<file path="src/rtl/fetch_pkg.sv">
// Shared definitions for the instruction-fetch stage: state encoding and
// default sizing.
package fetch_pkg;

    localparam int DEFAULT_AW = 16;
    localparam int DEFAULT_DW = 16;
    localparam logic [15:0] DEFAULT_RESET_PC = 16'h0000;

    typedef enum logic [1:0] {
        IDLE    = 2'b00,
        FETCH   = 2'b01,
        DELIVER = 2'b10
    } fetch_state_t;

endpackage

</file>
<file path="src/rtl/MUX21.sv">
// One-bit two-to-one selector cell: Y follows D1 when S=0, D2 when S=1.
module MUX21 (
    input  logic D1,
    input  logic D2,
    input  logic S,
    output logic Y
);

    assign Y = S ? D2 : D1;

endmodule

</file>
<file path="src/rtl/pc_mux_n.sv">
// N-bit two-to-one selector assembled bit by bit from MUX21 cells.
module pc_mux_n #(
    parameter int N = 16
) (
    input  logic [N-1:0] D1,
    input  logic [N-1:0] D2,
    input  logic         S,
    output logic [N-1:0] Y
);

    // One MUX21 per bit, all sharing the same select.
    generate
        for (genvar gi = 0; gi < N; gi++) begin : g_bit
            MUX21 u_mux (
                .D1(D1[gi]),
                .D2(D2[gi]),
                .S (S),
                .Y (Y[gi])
            );
        end
    endgenerate

endmodule

</file>
<file path="src/rtl/fetch_unit.sv">
// Instruction-fetch stage: owns the PC, requests words from instruction
// memory (req/ack) and hands them to decode (valid/ready). Branches from
// execute always win over the sequential increment.
module fetch_unit
    import fetch_pkg::*;
#(
    parameter int          AW       = DEFAULT_AW,
    parameter int          DW       = DEFAULT_DW,
    parameter logic [AW-1:0] RESET_PC = AW'(DEFAULT_RESET_PC)
) (
    input  logic          CLK,
    input  logic          RST,
    input  logic          BR_TAKEN,
    input  logic [AW-1:0] BR_TARGET,
    output logic          IM_REQ,
    output logic [AW-1:0] IM_ADDR,
    input  logic          IM_ACK,
    input  logic [DW-1:0] IM_DATA,
    output logic          IR_VALID,
    output logic [DW-1:0] IR,
    output logic [AW-1:0] IR_PC,
    input  logic          IR_READY
);

    fetch_state_t  state_reg, state_next;
    logic [AW-1:0] pc_reg, pc_next;
    logic [AW-1:0] ir_pc_reg, ir_pc_next;
    logic [AW-1:0] br_save_reg, br_save_next;
    logic [DW-1:0] ir_reg, ir_next;
    logic          ir_valid_reg, ir_valid_next;
    logic          br_pend_reg, br_pend_next;

    logic [AW-1:0] pc_inc;
    logic [AW-1:0] branch_target;
    logic [AW-1:0] mux_pc;
    logic          branch_sel;

    // Increment wraps naturally at 2^AW.
    assign pc_inc        = pc_reg + AW'(1);
    // A live branch overrides one that was parked while a request was in flight.
    assign branch_target = BR_TAKEN ? BR_TARGET : br_save_reg;
    assign branch_sel    = BR_TAKEN | br_pend_reg;

    pc_mux_n #(
        .N(AW)
    ) u_pc_mux (
        .D1(pc_inc),
        .D2(branch_target),
        .S (branch_sel),
        .Y (mux_pc)
    );

    // State and datapath registers; reset abandons any outstanding request.
    always_ff @(posedge CLK or posedge RST) begin
        if (RST) begin
            state_reg    <= IDLE;
            pc_reg       <= RESET_PC;
            ir_reg       <= '0;
            ir_pc_reg    <= '0;
            ir_valid_reg <= 1'b0;
            br_pend_reg  <= 1'b0;
            br_save_reg  <= '0;
        end else begin
            state_reg    <= state_next;
            pc_reg       <= pc_next;
            ir_reg       <= ir_next;
            ir_pc_reg    <= ir_pc_next;
            ir_valid_reg <= ir_valid_next;
            br_pend_reg  <= br_pend_next;
            br_save_reg  <= br_save_next;
        end
    end

    // Next-state and datapath updates; everything holds unless a case moves it.
    always_comb begin
        state_next    = state_reg;
        pc_next       = pc_reg;
        ir_next       = ir_reg;
        ir_pc_next    = ir_pc_reg;
        ir_valid_next = ir_valid_reg;
        br_pend_next  = br_pend_reg;
        br_save_next  = br_save_reg;

        case (state_reg)
            IDLE: begin
                state_next = FETCH;
                if (BR_TAKEN) begin
                    pc_next = mux_pc;
                end
            end
            FETCH: begin
                if (IM_ACK) begin
                    // PC only moves on completion so IM_ADDR is stable per request.
                    pc_next      = mux_pc;
                    br_pend_next = 1'b0;
                    if (!branch_sel) begin
                        ir_next       = IM_DATA;
                        ir_pc_next    = pc_reg;
                        ir_valid_next = 1'b1;
                        state_next    = DELIVER;
                    end
                end else if (BR_TAKEN) begin
                    // Park the redirect; the last one before the ack wins.
                    br_pend_next = 1'b1;
                    br_save_next = BR_TARGET;
                end
            end
            DELIVER: begin
                if (BR_TAKEN) begin
                    ir_valid_next = 1'b0;
                    pc_next       = mux_pc;
                    state_next    = FETCH;
                end else if (IR_READY) begin
                    ir_valid_next = 1'b0;
                    state_next    = FETCH;
                end
            end
            default: begin
                state_next = IDLE;
            end
        endcase
    end

    assign IM_REQ   = (state_reg == FETCH);
    assign IM_ADDR  = pc_reg;
    assign IR_VALID = ir_valid_reg;
    assign IR       = ir_reg;
    assign IR_PC    = ir_pc_reg;

endmodule

</file>
<file path="config.mk">
export PLATFORM = sky130hd
export DESIGN_NAME = fetch_unit
export DESIGN_NICKNAME = d
export VERILOG_FILES = /design/src/rtl/fetch_pkg.sv /design/src/rtl/MUX21.sv /design/src/rtl/pc_mux_n.sv /design/src/rtl/fetch_unit.sv
export SDC_FILE = /design/constraint.sdc
export NUM_CORES = 1
export LEC_CHECK = 0
export ABC_CLOCK_PERIOD_IN_PS = 2900
export CORE_MARGIN = 2
export CORE_UTILIZATION = 48
export CTS_BUF_LIST = sky130_fd_sc_hd__clkbuf_16
export CTS_CLUSTER_SIZE = 40
export DETAILED_ROUTE_END_ITERATION = 7
export PLACE_DENSITY = 0.89
export REMOVE_ABC_BUFFERS = 1
export SYNTH_ARGS = -nofsm -noshare
export SYNTH_HDL_FRONTEND = slang
export SYNTH_SLANG_ARGS = --single-unit
</file>
<file path="constraint.sdc">
create_clock -name CLK -period 2.9 [get_ports CLK]
set_input_delay 0.58 -clock CLK [delete_from_list [all_inputs] [get_ports CLK]]
set_output_delay 0.58 -clock CLK [all_outputs]
set_load 0.1 [all_outputs]
</file>
==> results.json, run 1 <==
{
  "status": "completed",
  "clk_latency_ps": 330,
  "drc": 0,
  "dp_hpwl_um": 5010,
  "worst_slew_pin_slew_ps": 685,
  "ys_ff_latch": 68,
  "overflow": 0,
  "cp-end-kind": "flip-flop",
  "cp.required_ps": 3130,
  "worstPathArrival_ps": 2390,
  "ff_latch_area_mm2": 0.00170,
  "cts_tree": "done",
  "ctsResizeCount": 0,
  "skew_ps": 4.96,
  "cts_inserted_buffers": 9,
  "dieWidth_um": 85.5,
  "hold_buffers": 0,
  "setup_violations": 0,
  "antenna_found_initial": 0,
  "grt_pass1_vias": 2513,
  "rsz0062_at_grt": "no",
  "grt_max_degree": 69,
  "r2r_cells": 4,
  "finalSetupTns_ps": 0,
  "critPathTopFamily": "buffers and inverters",
  "antenna_left": 0,
  "cp.depth": 6,
  "maxCapViolations": 0,
  "ys_warn_count": 0,
  "hold_viol_final": 0,
  "first_iter_violations": 182,
  "cts.path.max_buffers": 2,
  "most-common-layout-cells": "dfrtp_1, buf_4, mux2_1",
  "synthArstFlopShare_pct": 100,
  "worstSetupPathType": "input port to flip-flop",
  "clkTransAtPathRegs_ps": 60,
  "vias": 2420,
  "period_share_pct": 74.6,
  "grtUsageTotal_pct": 21.8,
  "crit_path_top_delay_cell": "clkdlybuf4s50_1",
  "die_area_mm2": 0.00731,
  "clockRootBuffer": "clkbuf_16",
  "wl_per_cell_um": 17.5,
  "r2r_setup_slack_ps": 970,
  "fin_crit_ps": 2160,
  "syn_area_mm2": 0.00319,
  "path_cells": "clkdlybuf4s50_1, buf_4, inv_2, o21a_1, nand2_1, a211oi_1",
  "drive_gt1_share_pct": 24.0,
  "nFillCells": 506,
  "ys.flop_type": "dfrtp_1",
  "max_stage_delay_ps": 530,
  "cts_setup_buffers": 0,
  "grt_pass1_wl_um": 12400,
  "clkSinkCount": 68,
  "slew_violations": 0,
  "syn_avg_cell_area_um2": 12.7,
  "synthCells": 251,
  "placed_area_mm2": 0.00400,
  "gp_congestion": 0.781,
  "ys_seq_area_share_pct": 53.4,
  "max_freq_ghz": 0.462,
  "num_rows": 29,
  "post_drt_via_cell_ratio": 5.72,
  "yosysUniqueCellTypes": 52,
  "start_util_pct": 49.9,
  "final_area_mm2": 0.00428,
  "core_area_mm2": 0.00639,
  "diodes": 0,
  "wl_um": 7390,
  "area_growth_pct": 34.2,
  "mostFrequentLayoutCell": "dfrtp_1",
  "relSlewSlack_pct": 54.2,
  "multiInputGateArea_mm2": 0.00137,
  "boundaryPins": 87,
  "critPathMaxFanout": 13,
  "critPathBufInv": 3,
  "synth_edf_count": 0,
  "hold_class": "flip-flop to flip-flop",
  "nNetsFinal": 379,
  "whs_path_depth": 1,
  "dieHeight_um": 85.5,
  "htreeDepth": 3,
  "first_pass_iters": 4,
  "portBuffers": 86,
  "startpoint_type": "input port"
}
final timing paths:
path,endpoint,startpoint
setup reg to reg,IR[12],br_pend_reg
max in group asynchronous,IM_ADDR[8],RST
setup / recovery,IM_ADDR[11],BR_TAKEN
hold reg to reg,IR[5],IR[5]
min in group asynchronous,IR_PC[13],RST
hold / removal,IR[5],IR[5]
stage by stage:
stage          hold slack (ps)  utilization [%]  worst slack (ps)  std cells
4_1_cts                    488             67.0               745        423
5_1_grt                    499             67.0               563        423
3_5_place_dp               474             62.6               398        407
3_3_place_gp               463             62.6               466        407
6_report                   484             67.0               736        423
2_1_floorplan              448                -               608        238
worst register-to-register path, cell delays in order, from the launching register on:
cell	delay (ps)
dfrtp_1	550
or2_1	450
nor2_8	220
buf_12	220
mux2_1	370
synth_stat cells (all sizes together) (2+ instances only):
| master | instances | area, um2 |
|---|---|---|
| o22a | 7 | 61.3 |
| mux2i | 7 | 70.1 |
| buf | 11 | 87.6 |
| a311oi | 4 | 35.0 |
| nor4 | 4 | 25.0 |
| a21oi | 14 | 73.8 |
| clkbuf | 2 | 7.51 |
| o2bb2ai | 2 | 17.5 |
| and4 | 2 | 17.5 |
| o21a | 2 | 15.0 |
| nor2 | 11 | 73.8 |
| dfrtp | 68 | 1700 |
| o221ai | 4 | 35.0 |
| nand2b | 3 | 18.8 |
| o21ai | 7 | 46.3 |
| inv | 5 | 18.8 |
| and3 | 2 | 12.5 |
| nand4 | 3 | 31.3 |
| a221oi | 2 | 17.5 |
| a211oi | 3 | 27.5 |
| nand2 | 12 | 47.6 |
| nor3 | 8 | 45.0 |
| mux2 | 48 | 541 |
| nand3 | 4 | 20.0 |
per-layer routing:
layer | vias up | GRT usage, % | part of all wire, %
met5 | - | 0 | 0
met4 | 0 | 9.38 | 2.0
met3 | 14 | 4.14 | 6.4
met2 | 95 | 34.7 | 50
met1 | 1184 | 29.3 | 42
li1 | 1127 | - | -
cells by family (layout without fill, tap and decap cells):
family	after synthesis	after routing	share of synthesized area [%]
fa+ha+maj	1	1	0.392
simple gates	55	55	10.9
flops	68	68	53.4
compound gates	54	54	12.6
mux	55	55	19.2
buf+inv	18	113	3.57
final cells by class:
type,count,area share [%]
well taps,77,2.25
flip-flops and latches,68,39.8
clock buffers,9,5.26
repair buffers,92,18.8
inverters,5,0.439
multi-input cells,165,32.1
clock inverters,7,1.35
Power of run 1 is not shown: default switching activity piles up to over one toggle a cycle in this logic, so the estimate is an artifact.
==> inputs of run 2 (changes only) <==
--- a/config.mk
+++ b/config.mk
@@ -5,13 +5,13 @@
 export SDC_FILE = /design/constraint.sdc
 export NUM_CORES = 1
 export LEC_CHECK = 0
-export ABC_CLOCK_PERIOD_IN_PS = 2900
+export ABC_CLOCK_PERIOD_IN_PS = 1900
 export CORE_MARGIN = 2
-export CORE_UTILIZATION = 48
+export CORE_UTILIZATION = 43
 export CTS_BUF_LIST = sky130_fd_sc_hd__clkbuf_16
 export CTS_CLUSTER_SIZE = 40
 export DETAILED_ROUTE_END_ITERATION = 7
-export PLACE_DENSITY = 0.89
+export PLACE_DENSITY = 0.84
 export REMOVE_ABC_BUFFERS = 1
 export SYNTH_ARGS = -nofsm -noshare
 export SYNTH_HDL_FRONTEND = slang
==> constraint.sdc (replaced) <==
create_clock -name CLK -period 1.9 [get_ports CLK]
set_input_delay 0.38 -clock CLK [delete_from_list [all_inputs] [get_ports CLK]]
set_output_delay 0.38 -clock CLK [all_outputs]
set_load 0.1 [all_outputs]
==> results.json, run 2 (synthesis results as in run 1) <==
{
  "status": "completed",
  "final_cell_count_no_fill": 464,
  "grt_pass1_vias": 2558,
  "hold_class": "input port to async pin",
  "cts_tree": "done",
  "cp-end-kind": "flip-flop",
  "critPathBufInv": 3,
  "most-common-layout-cells": "dfrtp_1, buf_4, mux2_1",
  "core_area_mm2": 0.00721,
  "first_iter_violations": 133,
  "critPathMaxFanout": 13,
  "clk_latency_ps": 330,
  "hold_ws_ps": 423,
  "grt_max_degree": 48,
  "nNetsFinal": 399,
  "die_area_mm2": 0.00812,
  "skew_ps": 7.42,
  "startpoint_type": "input port",
  "cts_setup_buffers": 0,
  "num_rows": 31,
  "dieWidth_um": 90.1,
  "slew_violations": 0,
  "hold_viol_final": 0,
  "dieHeight_um": 90.1,
  "period_share_pct": 91.5,
  "overflow": 0,
  "cp.required_ps": 2100,
  "crit_path_top_delay_cell": "o21a_1",
  "dp.cells": 449,
  "htreeDepth": 3,
  "wl_um": 7610,
  "boundaryPins": 87,
  "clockRootBuffer": "clkbuf_16",
  "dp_hpwl_um": 5420,
  "maxCapViolations": 0,
  "diodes": 0,
  "drc": 0,
  "clkSinkCount": 68,
  "antenna_left": 0,
  "worstPathArrival_ps": 1940,
  "relSlewSlack_pct": 65.3,
  "critPathTopFamily": "buffers and inverters",
  "drive_gt1_share_pct": 27.4,
  "antenna_found_initial": 0,
  "grt_pass1_wl_um": 12600,
  "cts_inserted_buffers": 9,
  "clkTransAtPathRegs_ps": 60,
  "path_cells": "clkdlybuf4s50_1, buf_4, inv_2, o21a_1, nor2_1, o22a_1",
  "fin_crit_ps": 1740,
  "ctsResizeCount": 0,
  "cts.path.max_buffers": 2,
  "max_stage_delay_ps": 450,
  "hold_buffers": 0,
  "area_growth_pct": 47.4,
  "grtUsageTotal_pct": 19.5,
  "first_pass_iters": 4,
  "wl_per_cell_um": 16.4,
  "gp_congestion": 0.835,
  "start_util_pct": 44.2,
  "worstSetupPathType": "input port to flip-flop",
  "rsz0062_at_grt": "no",
  "vias": 2539,
  "setup_violations": 0,
  "portBuffers": 86,
  "post_drt_via_cell_ratio": 5.47,
  "max_freq_ghz": 0.575,
  "worst_slew_pin_slew_ps": 521,
  "mostFrequentLayoutCell": "dfrtp_1"
}
==> run 2: cell types whose count changed in the layout (fill, tap and decap cells not counted), sizes merged <==
cell    change
bufinv      -1
clkinv      -2
buf        +20
inv         +2
==> run 2: layer usage <==
metal | part of all wire [%] | GRT usage [%] | wire length [um]
met5 | 0 | 0 | 0
met4 | 1.9 | 9.10 | 147
met3 | 6.0 | 3.69 | 453
met2 | 50 | 32.4 | 3780
met1 | 42 | 24.7 | 3230
==> run 2: layout make-up <==
class	instances	area (um2)
Sequential cell	68	1700
Clock buffer	9	225
Clock inverter	6	25.0
Multi-Input combinational cell	165	1370
Tap cell	99	124
Timing Repair Buffer	112	1230
Inverter	5	18.8
Fill cell	554	2520
==> run 2: stage by stage <==
| stage | setup TNS, ps | instance area (um2) | worst slack, ps | util (%) |
|---|---|---|---|---|
| after floorplan | -15140 | 3090 | -373 | - |
| after global placement | -2570 | 4450 | -125 | 61.7 |
| after global routing | 0 | 4700 | 59.4 | 65.1 |
| final | 0 | 4700 | 162 | 65.1 |
| after CTS | 0 | 4700 | 183 | 65.1 |
| after detailed placement | -3340 | 4450 | -124 | 61.7 |
==> run 2: final timing paths <==
path,cells past startpoint,startpoint,slack [ps],endpoint
min in group CLK,1,IR_PC[14],480,IR_PC[14]
max,6,BR_TAKEN,160,IM_ADDR[2]
min,3,RST,420,IR[4]
max reg2reg,4,IM_ADDR[2],210,IM_ADDR[14]
min reg2reg,1,IR_PC[14],480,IR_PC[14]
max in group asynchronous,3,RST,1230,IR_PC[3]
==> run 2: worst min-delay path, stage by stage <==
cell,delay [ps]
clkdlybuf4s50_1,420
inv_2,80
buf_12,250
Power of run 2 is left out for the same reason.
==> RTL change, RTL diff (flow settings as in run 2) <==
`DEFAULT_AW`: 16 -> 15.
--- a/src/rtl/fetch_pkg.sv
+++ b/src/rtl/fetch_pkg.sv
@@ -2,7 +2,7 @@
 // default sizing.
 package fetch_pkg;
 
-    localparam int DEFAULT_AW = 16;
+    localparam int DEFAULT_AW = 15;
     localparam int DEFAULT_DW = 16;
     localparam logic [15:0] DEFAULT_RESET_PC = 16'h0000;
 
Ports: changed (resized BR_TARGET, IM_ADDR and IR_PC); port bits go from 87 to 84. No check against the original RTL was run, so the function may have changed too.
==> RTL change against run 2 <==
Clock skew down 0.0038 ns. Synthesized area shrank 5.0%. Hold slack gained 0.028 ns. Setup slack worse by 0.045 ns. Sequential share of layout area shrank 1.1 points. Register-to-register slack got worse by 0.09 ns. Cell count up 9.9%. Wire length up 3.6%. Design area fell by 1.5%. Highest routed layer unchanged. Sequential cell count fell by 3. Die area shrank 4.8%.
Power is left out: the tool's default activity adds up to more than one toggle a clock period on the data nets, which glitch-free logic cannot reach.
==> RTL change: results (changes against run 2) <==
worst reg-to-reg path cell count=5 (+1); Clock Tree Root=clkbuf_16; post-synthesis sequential area ratio=53.7% (+0.32 points); CTS max path bufs=2 (unchanged); max reg flops=16; outcome=completed; port bufs=83 (-3.5%); All-Layer GR Usage=22.3% (+2.7 points); count of unique library cells instantiated by Yosys=44 (-15%); Routability Congestion=0.871 (+4.3%); Worst slew margin=69.9% (+4.6 points); final hold vios=0 (unchanged); HPWL after DPL=5.44 mm (+0.43%); Vias=2638 (+3.9%); Worst-Skew Late Latency=0.33 ns (about the same); syn avg cell area=9.90 um^2 (-22%); antenna cells=0 (unchanged); pre-CTS worst setup slack=-0.0293 ns (+0.0948 ns); First-pass DRT Iterations=5 (+1); initial antenna violation count=0 (unchanged); nets@finish=447 (+12%); Hold Crit Class=input pin to asynchronous set/reset pin; crit path to=IM_ADDR[13]$_DFFE_PP0P_; Warnings, synthesis=0 (unchanged); H-tree Lvls=3 (unchanged); share of layout cells above drive strength 1=27.5% (+0.14 points); clk slew on worst S/H paths=0.05 ns; Post-CTS Hold Fix Bufs=0 (unchanged); final WL=7.89 mm (+3.6%); reg-to-reg setup timing slack=0.12 ns (-0.09 ns); WP data arrival=1.99 ns (+0.05 ns); CTS buffer count=9 (unchanged); Synth top cells by count=nand2_1, dfrtp_1, a21oi_1, o21ai_0, mux2_4; Post-synth ARST share=100% (unchanged); Crit Path Max Fanout=7 (-6); initial DRC count=154 (+16%); Tcrit/Tclk final=93.8% (+2.3 points); first-pass GRT wire length=13.1 mm (+4.0%); synth top area cells=dfrtp_1, nand2_1, mux2_4, a21oi_1, mux2i_1; vias in the first global route=2740 (+7.1%); largest net degree at the start of global routing=66 (+38%); final non-filler cell total=510 (+9.9%); Setup Skew=0.00358 ns (-0.00384 ns); Worst Setup SP=IM_ADDR[3]$_DFFE_PP0P_; Cell Area, Placed=4330 um^2 (-2.6%); DP Cell Count=494 (+10%)
==> RTL change: worst min-delay path by stage <==
stage,start,endpoint,slack [ns],cells past startpoint
global placement,IR[9]$_DFFE_PP0P_,IR[9]$_DFFE_PP0P_,0.46,2
floorplan,IM_ACK,br_pend_reg$_DFFE_PP0P_,0.47,1
detailed placement,IR[15]$_DFFE_PP0P_,IR[15]$_DFFE_PP0P_,0.46,2
global route,IR[14]$_DFFE_PP0P_,IR[14]$_DFFE_PP0P_,0.50,2
finish,RST,IR[8]$_DFFE_PP0P_,0.45,3
CTS,RST,IR[8]$_DFFE_PP0P_,0.46,3
==> RTL change: metal layers <==
metal | global-route usage (%) | vias to the layer above | part of all wire [%]
met4 | 10.3 | 0 | 2.2
li1 | - | 1259 | -
met5 | 0 | - | 0
met3 | 4.24 | 13 | 5.7
met1 | 27.5 | 1275 | 42
met2 | 37.7 | 91 | 50
==> RTL change: area by class of cell <==
class / count / area (um^2)
Inverter: 7 / 26.3
Timing Repair Buffer: 109 / 1280
Sequential cell: 65 / 1630
Clock buffer: 9 / 225
Tap cell: 96 / 120
Fill cell: 507 / 2170
Multi-Input combinational cell: 218 / 1300
Clock inverter: 6 / 51.3
==> RTL change: cells by family after synthesis <==
logic type / count (synthesis) / share of synthesized area [%]
buf+inv: 23 / 3.97
simple gates: 134 / 19.8
fa+ha+maj: 1 / 0.413
flops: 65 / 53.7
mux: 24 / 9.79
compound gates: 59 / 12.4
==> RTL change: what timing repair did <==
action | in CTS | in global routing
pin swaps | 0 | 1
endpoints found under the setup margin | 1 | 3
buffers inserted | 0 | 1
gates resized for setup | 1 | 1
==> RTL change: critical path, cell delays in order, from the launching register on <==
cell and delay, ns:
dfrtp_1 0.53, nand4_1 0.17, buf_4 0.20, nor4_2 0.31
nor3_1 0.12, a311oi_1 0.33
